[src/rtl/sys_ctrl_host.sv]
// sys_ctrl_host: byte-serial debug command host for a CPU (halt/resume/write/read/reset).
// Ports:
//   clk, rst                     clock and asynchronous active-high reset
//   cmd_valid/ready/op/addr/wdata  command handshake and payload
//   tx_start/tx_data/tx_done     byte UART transmitter handshake
//   rx_valid/rx_data             received byte from the CPU side
//   rsp_done/rsp_rdata/rsp_err   completion pulse, last read byte, status
module sys_ctrl_host #(
    parameter logic [15:0] TIMEOUT_CYCLES = 16'd50000
) (
    input  logic        clk,
    input  logic        rst,
    input  logic        cmd_valid,
    output logic        cmd_ready,
    input  logic [2:0]  cmd_op,
    input  logic [15:0] cmd_addr,
    input  logic [7:0]  cmd_wdata,
    output logic        tx_start,
    output logic [7:0]  tx_data,
    input  logic        tx_done,
    input  logic        rx_valid,
    input  logic [7:0]  rx_data,
    output logic        rsp_done,
    output logic [7:0]  rsp_rdata,
    output logic [1:0]  rsp_err
);
    typedef enum logic [2:0] {IDLE, SEND, WAIT_TX, WAIT_RSP, DONE} state_t;
    state_t      r_state;
    logic [1:0]  r_idx;
    logic [15:0] r_cnt;
    logic [2:0]  r_op;
    logic [15:0] r_addr;
    logic [7:0]  r_wdata;
    logic        r_tx_start;
    logic [7:0]  r_tx_data;
    logic        r_rsp_done;
    logic [7:0]  r_rsp_rdata;
    logic [1:0]  r_rsp_err;
    logic [1:0]  w_last;
    logic [1:0]  w_nidx;
    logic [7:0]  w_nbyte;
    // index of the final byte: write sends 4, read 3, everything else 1
    assign w_last    = (r_op == 3'd2) ? 2'd3 : (r_op == 3'd3) ? 2'd2 : 2'd0;
    assign w_nidx    = r_idx + 2'd1;
    // byte 0 is always the opcode and is loaded at acceptance, so only 1..3 come from here
    assign w_nbyte   = (w_nidx == 2'd1) ? r_addr[15:8] : (w_nidx == 2'd2) ? r_addr[7:0] : r_wdata;
    assign cmd_ready = (r_state == IDLE);
    assign tx_start  = r_tx_start;
    assign tx_data   = r_tx_data;
    assign rsp_done  = r_rsp_done;
    assign rsp_rdata = r_rsp_rdata;
    assign rsp_err   = r_rsp_err;
    always_ff @(posedge clk or posedge rst) begin
        if (rst) begin
            r_state     <= IDLE;
            r_idx       <= 2'd0;
            r_cnt       <= 16'd0;
            r_op        <= 3'd0;
            r_addr      <= 16'd0;
            r_wdata     <= 8'd0;
            r_tx_start  <= 1'b0;
            r_tx_data   <= 8'd0;
            r_rsp_done  <= 1'b0;
            r_rsp_rdata <= 8'd0;
            r_rsp_err   <= 2'd0;
        end else begin
            r_tx_start <= 1'b0;
            r_rsp_done <= 1'b0;
            case (r_state)
                IDLE: if (cmd_valid) begin
                    r_op    <= cmd_op;
                    r_addr  <= cmd_addr;
                    r_wdata <= cmd_wdata;
                    r_idx   <= 2'd0;
                    if (cmd_op > 3'd4) begin
                        r_state    <= DONE;
                        r_rsp_done <= 1'b1;
                        r_rsp_err  <= 2'd1;
                    end else begin
                        r_state    <= SEND;
                        r_tx_start <= 1'b1;
                        r_tx_data  <= {5'd0, cmd_op};
                    end
                end
                SEND: r_state <= WAIT_TX;
                WAIT_TX: if (tx_done) begin
                    if (r_idx == w_last) begin
                        r_cnt <= 16'd0;
                        if (r_op == 3'd3) begin
                            r_state <= WAIT_RSP;
                        end else begin
                            r_state    <= DONE;
                            r_rsp_done <= 1'b1;
                            r_rsp_err  <= 2'd0;
                        end
                    end else begin
                        r_idx      <= w_nidx;
                        r_tx_data  <= w_nbyte;
                        r_tx_start <= 1'b1;
                        r_state    <= SEND;
                    end
                end
                WAIT_RSP: begin
                    r_cnt <= r_cnt + 16'd1;
                    // a byte arriving on the timeout cycle still counts as a good response
                    if (rx_valid) begin
                        r_rsp_rdata <= rx_data;
                        r_rsp_err   <= 2'd0;
                        r_rsp_done  <= 1'b1;
                        r_state     <= DONE;
                    end else if (r_cnt == TIMEOUT_CYCLES - 16'd1) begin
                        r_rsp_err  <= 2'd2;
                        r_rsp_done <= 1'b1;
                        r_state    <= DONE;
                    end
                end
                DONE: r_state <= IDLE;
                default: r_state <= IDLE;
            endcase
        end
    end
endmodule
[config.mk]
export PLATFORM = sky130hd
export DESIGN_NAME = sys_ctrl_host
export DESIGN_NICKNAME = d
export VERILOG_FILES = /design/src/rtl/sys_ctrl_host.sv
export SDC_FILE = /design/constraint.sdc
export NUM_CORES = 1
export LEC_CHECK = 0
export ABC_AREA = 1
export CAP_MARGIN = 20
export CORE_MARGIN = 1.5
export CORE_UTILIZATION = 30
export DETAILED_ROUTE_END_ITERATION = 8
export GPL_TIMING_DRIVEN = 0
export HOLD_SLACK_MARGIN = 0.05
export PLACE_DENSITY = 0.58
export SYNTH_ARGS = -nofsm -noshare
export SYNTH_HDL_FRONTEND = slang
export SYNTH_SLANG_ARGS = --single-unit
[constraint.sdc]
create_clock -name clk -period 2.5 [get_ports clk]
set_input_delay 0.375 -clock clk [delete_from_list [all_inputs] [get_ports clk]]
set_output_delay 0.375 -clock clk [all_outputs]
set_load 0.005 [all_outputs]
Yosys cells after proc, flatten, opt, wreduce, memory -nomap -nowiden:

Index checks and enable logic that the tools add are counted.
W data, S select, Z words.

* input port bits: 40
* flip-flop bits (word level): 68
* logic and storage cells: 87
* output and inout bits: 21

* equal/unequal tests: 17
* muxes and demuxes: 45
* $add $sub $neg: 2
* reduce and logical (&&, ||, !) cells: 11
* magnitude comparators: 1

Operator list (count)
* $mux W8: 6
* $mux W16: 2
* $pmux W16 S2: 1
* $mux W2: 12
* $mux W3: 7
* $add A16 B1 Y16 const B: 1
* $eq A16 B16 Y1 const B: 1
* $pmux W8 S2: 1
* $eq A3 B2 Y1 const B: 4
* $ne A2 B2 Y1 const B: 6
* $pmux W3 S4: 1
* $mux W1: 11
* $reduce_and A7 Y1: 1
* $pmux W2 S3: 1
* $reduce_and A3 Y1: 2
* $reduce_and A5 Y1: 1
* $pmux W2 S2: 1
* $reduce_and A2 Y1: 2
* $reduce_and A4 Y1: 1
* $reduce_bool A2 Y1: 2
* $eq A3 B1 Y1 const B: 1
* $gt A3 B3 Y1 const B: 1
* $logic_not A3 Y1: 1
* $ne A3 B3 Y1 const B: 1
* 8 further kinds: 8

Logic depth before layout (Yosys ltp):

* depth in word-level cells: 7
* gate-level depth with buffers: 10
* depth with buffers taken out: 10

Worst setup path after synthesis:

No wires, ideal clock.

* path kind: register to register
* from: register r_idx[1]
* to: register r_tx_data[0], in the netlist tx_data[0]
* path buffers: 1
* data arrival time: 1.389 ns
* slack: 0.994 ns
* library setup time: 0.117 ns
* data required time: 2.383 ns
* cell stages (with the launch flop): 11
* clock period less this slack: 1.506 ns
* cells stage by stage: dfrtp_1 -> inv_2 -> ha_1 -> clkbuf_1 -> inv_1 -> nand2_1 -> nand3_1 -> o211ai_1 -> o21ai_0 -> nand2_1 -> nand2_1

* cells in the longest elaborated chain, start to end: 7
* elaborated cells on any way between the ends: 11
* classes of those cells: add/sub (1); eq/ne (4); mux (5); reduce/logical (1)

Ends and longest elaborated chain
* start: declaration: line 29 `logic [1:0] r_idx;`
* start signal: assignment: line 97 `r_idx <= w_nidx;`
* $add A2 B1 Y2: line 44 `assign w_nidx = r_idx + 2'd1;`
* $eq A2 B2 Y1: line 46 `assign w_nbyte = (w_nidx == 2'd1) ? r_addr[15:8] : (w_nidx == 2'd2) ? r_addr[7:0] : r_wdata;`
* $mux W8 (2 in series): line 46
* $mux W8: line 87 `if (r_idx == w_last) begin`
* $mux W8: line 86 `WAIT_TX: if (tx_done) begin`
* $pmux W8 S2: line 69 `case (r_state)`
* end signal: assignment: line 82 `r_tx_data <= {5'd0, cmd_op};`
* end signal: assignment: line 98 `r_tx_data <= w_nbyte;`
* end: declaration: line 35 `logic [7:0] r_tx_data;`

Several ways; a longest one is shown, not always the timed one. The select of a mux whose other input is x is not followed.
A chain may end at the register's enable or synchronous reset.

Worst setup path in the final report:

* from: register r_state[2]
* to: output port cmd_ready

* cells in the longest elaborated chain, start to end: 1

Ends and longest elaborated chain
* start: declaration: line 28 `state_t r_state;`
* start signal: assignment: line 55 `r_state <= IDLE;`
* start signal: assignment: line 76 `r_state <= DONE;`
* start signal: assignment: line 80 `r_state <= SEND;`
* $logic_not A3 Y1: line 47 `assign cmd_ready = (r_state == IDLE);`
* end: declaration: line 14 `output logic cmd_ready,`

No other way between the ends.

==> impl_results.rst <==
.. list-table::
   :header-rows: 1

   * - Metric
     - Value
   * - Final Cycle Share
     - around 82%
   * - Register-to-register setup slack
     - about 0.57 ns
   * - Compound-gate portion of the synthesized area
     - 7.57%
   * - Die extent in y
     - 109 um
   * - Average wire per cell in the routed design
     - 12.2 um
   * - R2r endpoint
     - tx_data[0]
   * - Syn_nets
     - 468
   * - Area added between synthesis and finish
     - 29.6%
   * - Chip Width
     - 109 um
   * - Sequential cell area
     - 1700 um2
   * - Synth top area share
     - 50.7%
   * - Pin count of the biggest net entering global routing
     - 69
   * - Multiplexer fraction of the synthesized cell area
     - 2.69%
   * - Net total in the final layout
     - 539
   * - Seq cells post-synth
     - between 60 and 70
   * - Post-placement cell area
     - 4130 um2
   * - Post-synthesis cell count
     - 425
   * - Initial antenna violation count
     - 0
   * - Count of yosys warnings during synthesis
     - 0
   * - Data arrival time at the worst-slack endpoint
     - between 1.5 and 2 ns
   * - End point of the most critical hold path
     - r_addr[11]
   * - Leakage power total
     - 2.06 nW
   * - Final min period
     - 2.04 ns
   * - Outcome
     - complete, no violations
   * - Number of gates resized after CTS
     - 0
   * - CTS clock-pin slew for the worst setup and hold paths
     - ~0.080 ns
   * - Count of nets left with antenna violations after detail routing
     - 0
   * - Clock latency of the later-clocked register in the worst-skew pair
     - around 0.34 ns
   * - Num CTS Buffers
     - 9
   * - Worst Setup Start Kind
     - flop
   * - Cell type contributing the most total cell area after synthesis
     - sky130_fd_sc_hd__dfrtp_1
   * - Final routed DRC violation total
     - 0
   * - Total internal power
     - 0.00280 W
   * - Cts-stage hold buffer count
     - 0
   * - CP Class
     - reg -> out
   * - Transition time of the tightest slew-check pin
     - around 0.85 ns
   * - Share of total power in the clock network
     - 22.6%
   * - Count of max-cap constraint violations
     - 0
   * - Gate power share
     - 35.2%
   * - Area of the multi-input gates
     - 1450 um2
   * - CTS tree
     - built
   * - Post-DP HPWL
     - 5.80 mm
   * - Count of buffers inserted at the top-level ports
     - 60
   * - Final design utilization
     - between 30% and 40%
   * - Sequential fraction of design power
     - between 40 and 50%
   * - Worst Setup End Kind
     - output port
   * - Dominant synthesized flop cell
     - sky130_fd_sc_hd__dfrtp_1
   * - Sequential share of the synthesized area
     - 50.7%
   * - Worst Hold Depth
     - 2
   * - Share of final-layout standard cells stronger than drive strength 1
     - approximately 8.6%
   * - Commonest non-fill, non-tap cell in the layout
     - sky130_fd_sc_hd__nand2_1
   * - Placement row count
     - 38
   * - Commonest cells after routing, fill and taps aside
     - sky130_fd_sc_hd__nand2_1, sky130_fd_sc_hd__dfrtp_1, sky130_fd_sc_hd__clkdlybuf4s50_1
   * - Avg Synthesized Cell Area
     - between 7 and 8 um2
   * - Post-Synth Adder-Cell Area
     - approximately 1.1%
   * - Via count
     - about 2.9k
   * - Area enclosed by the die boundary
     - 11,800 um2
   * - Hold Path Origin
     - r_addr[11]
   * - 1st-iter DRT viols
     - 204
   * - Headroom to the max-slew limit
     - 43.6%
   * - Fill count
     - 1,119
   * - Post-synthesis share of cell area spent on xor and xnor gates
     - 1.04%
   * - Data required time of the worst path
     - 2.12 ns
   * - Leftover overflow at the end of global routing
     - 0
   * - Largest cells by area after synthesis
     - sky130_fd_sc_hd__dfrtp_1, sky130_fd_sc_hd__nand2_1, sky130_fd_sc_hd__nand3_1
   * - Area inside the core boundary
     - 10,900 um2
   * - Weighted congestion reported at the end of routability-driven placement
     - 0.839
   * - Library cells used by synthesis
     - 27
   * - Htree depth
     - 3
   * - Final wirelength
     - 7.81 mm
   * - Total power density per cell area
     - roughly 1000 nW/um2
   * - Timing-limited maximum frequency
     - a little under 500 MHz
   * - Longest Clk Path Bufs
     - 2
   * - Number of flops mapped to enable cells by yosys
     - 0
   * - Design area
     - 4350 um2
   * - Critical path peak fanout
     - 4
   * - Detailed Routing Iterations Pass 1
     - 6
   * - Area fraction in and, or, nand and nor cells after synthesis
     - 30.7%
   * - Beginning of the worst register-to-register path
     - r_idx[1]
   * - Post-route total power
     - 0.00439 W
   * - Number of setup violations in the final report
     - 0
   * - Via count normalized by instance count
     - between 4 and 5
   * - Buffer cell driving the clock tree root
     - sky130_fd_sc_hd__clkbuf_8
   * - Final worst clock skew
     - 0.0121 ns
   * - Peak supply drop
     - 0.341 mV
   * - Total net switching power
     - roughly 0.0016 W
   * - Ports placed on the boundary
     - 61
   * - Vias in the first global route
     - 2,772
   * - GRT Overall Usage
     - roughly 14%
   * - Slew Viols, Final
     - 0
   * - Fraction of synthesis flops using an asynchronous set or reset pin
     - 100%
   * - RSZ-0062 raised after global routing
     - no
   * - Count of antenna diodes in the layout
     - 0
   * - Worst Reg-to-Reg Cells
     - 10
   * - Setup Fix Bufs, Post-CTS
     - 0
   * - Starting density of the core
     - a little under a third
   * - Final hold viol count
     - 0
   * - Worst min-delay path class
     - reg -> reg
   * - Netlist Area Pre-Place
     - 3350 um2
   * - Wire length of the first global-routing pass
     - 13.2 mm
   * - Main combinational cell family by area after synthesis
     - simple AND/OR/NAND/NOR gates
   * - Switching share of power
     - 36.3%
   * - Number of sinks handled by clock tree synthesis
     - 68
==> per-stage QoR <==
step                      TNS [ns]  hold slack [ns]  cells  setup WS (ns)
after floorplan                  0            0.437    425          0.413
after detailed placement         0            0.455    625          0.486
final                            0            0.473    641          0.461
after CTS                        0            0.474    641          0.432
after global placement      -54.63            0.455    625         -0.806
after global routing             0            0.488    641          0.360
==> cell type report <==
| cell class | count | area share [%] |
|---|---|---|
| Tap cell | 140 | 4.03 |
| Buffer | 11 | 1.41 |
| Clock inverter | 7 | 2.10 |
| Timing Repair Buffer | 60 | 13.8 |
| Inverter | 38 | 3.37 |
| Sequential cell | 68 | 39.1 |
| Multi-Input combinational cell | 308 | 33.3 |
| Clock buffer | 9 | 2.85 |
==> cell families (layout without fill, tap and decap cells) <==
kind of cell | Yosys count | after routing
muxes | 8 | 8
DFF | 68 | 68
adders and majority gates | 3 | 3
and+or+nand+nor | 244 | 244
buffers and inverters | 49 | 125
xor gates and xnor gates | 4 | 4
AOI/OAI and AO/OA | 49 | 49
==> sequential cells by signal, indices dropped and copies added, names as in the netlist, 3 cells and up <==
signal	count
r_addr	16
tx_data	8
r_wdata	8
r_op	3
r_state	3
rsp_rdata	8
r_cnt	16
==> Yosys cell counts (4+ instances only) <==
cell type,n
sky130_fd_sc_hd__inv_1,28
sky130_fd_sc_hd__xor2_1,4
sky130_fd_sc_hd__nand2_2,4
sky130_fd_sc_hd__a21oi_1,12
sky130_fd_sc_hd__nand2_1,160
sky130_fd_sc_hd__clkbuf_1,5
sky130_fd_sc_hd__inv_2,9
sky130_fd_sc_hd__nand3_1,41
sky130_fd_sc_hd__buf_2,4
sky130_fd_sc_hd__mux2_1,8
sky130_fd_sc_hd__nor3_1,6
sky130_fd_sc_hd__dfrtp_1,68
sky130_fd_sc_hd__nor2_1,22
sky130_fd_sc_hd__o21ai_0,15
sky130_fd_sc_hd__o21ai_1,18
==> worst max-delay path, stage by stage (launching register included) <==
cell and delay [ns]:
sky130_fd_sc_hd__dfrtp_1 0.41, sky130_fd_sc_hd__nor2_2 0.17, sky130_fd_sc_hd__nand2_2 0.10, sky130_fd_sc_hd__inv_1 0.13, sky130_fd_sc_hd__clkdlybuf4s50_1 0.53
==> per-layer routing <==
metal,share of wire [%],vias to the layer above,global-route usage (%)
li1,-,1506,-
met1,47,1322,19.1
met2,48,48,23.4
met3,3.8,8,3.17
met4,1.2,0,4.32
met5,0,-,0
==> power by group through the flow <==
stage / combinational, W / sequential [W] / clock (W)
global route: 0.00175 / 0.00192 / 0.00107
CTS: 0.00157 / 0.00185 / 0.00101
detailed placement: 0.00156 / 0.00187 / 0
global placement: 0.00153 / 0.00187 / 0
finish: 0.00155 / 0.00185 / 0.000990
floorplan: 0.000960 / 0.00181 / 0
==> worst max path at each step <==
stage | slack [ns] | depth (start not counted) | start | endpoint
2_1_floorplan | 0.41 | 1 | rst | r_addr[0]
3_3_place_gp | -0.81 | 2 | rst | tx_start
3_5_place_dp | 0.49 | 8 | cmd_op[2] | rsp_err[1]
4_1_cts | 0.43 | 4 | r_state[2] | cmd_ready
5_1_grt | 0.36 | 10 | r_idx[1] | tx_data[0]
6_report | 0.46 | 4 | r_state[2] | cmd_ready
Note: power is estimated with default switching activity, not from simulation.
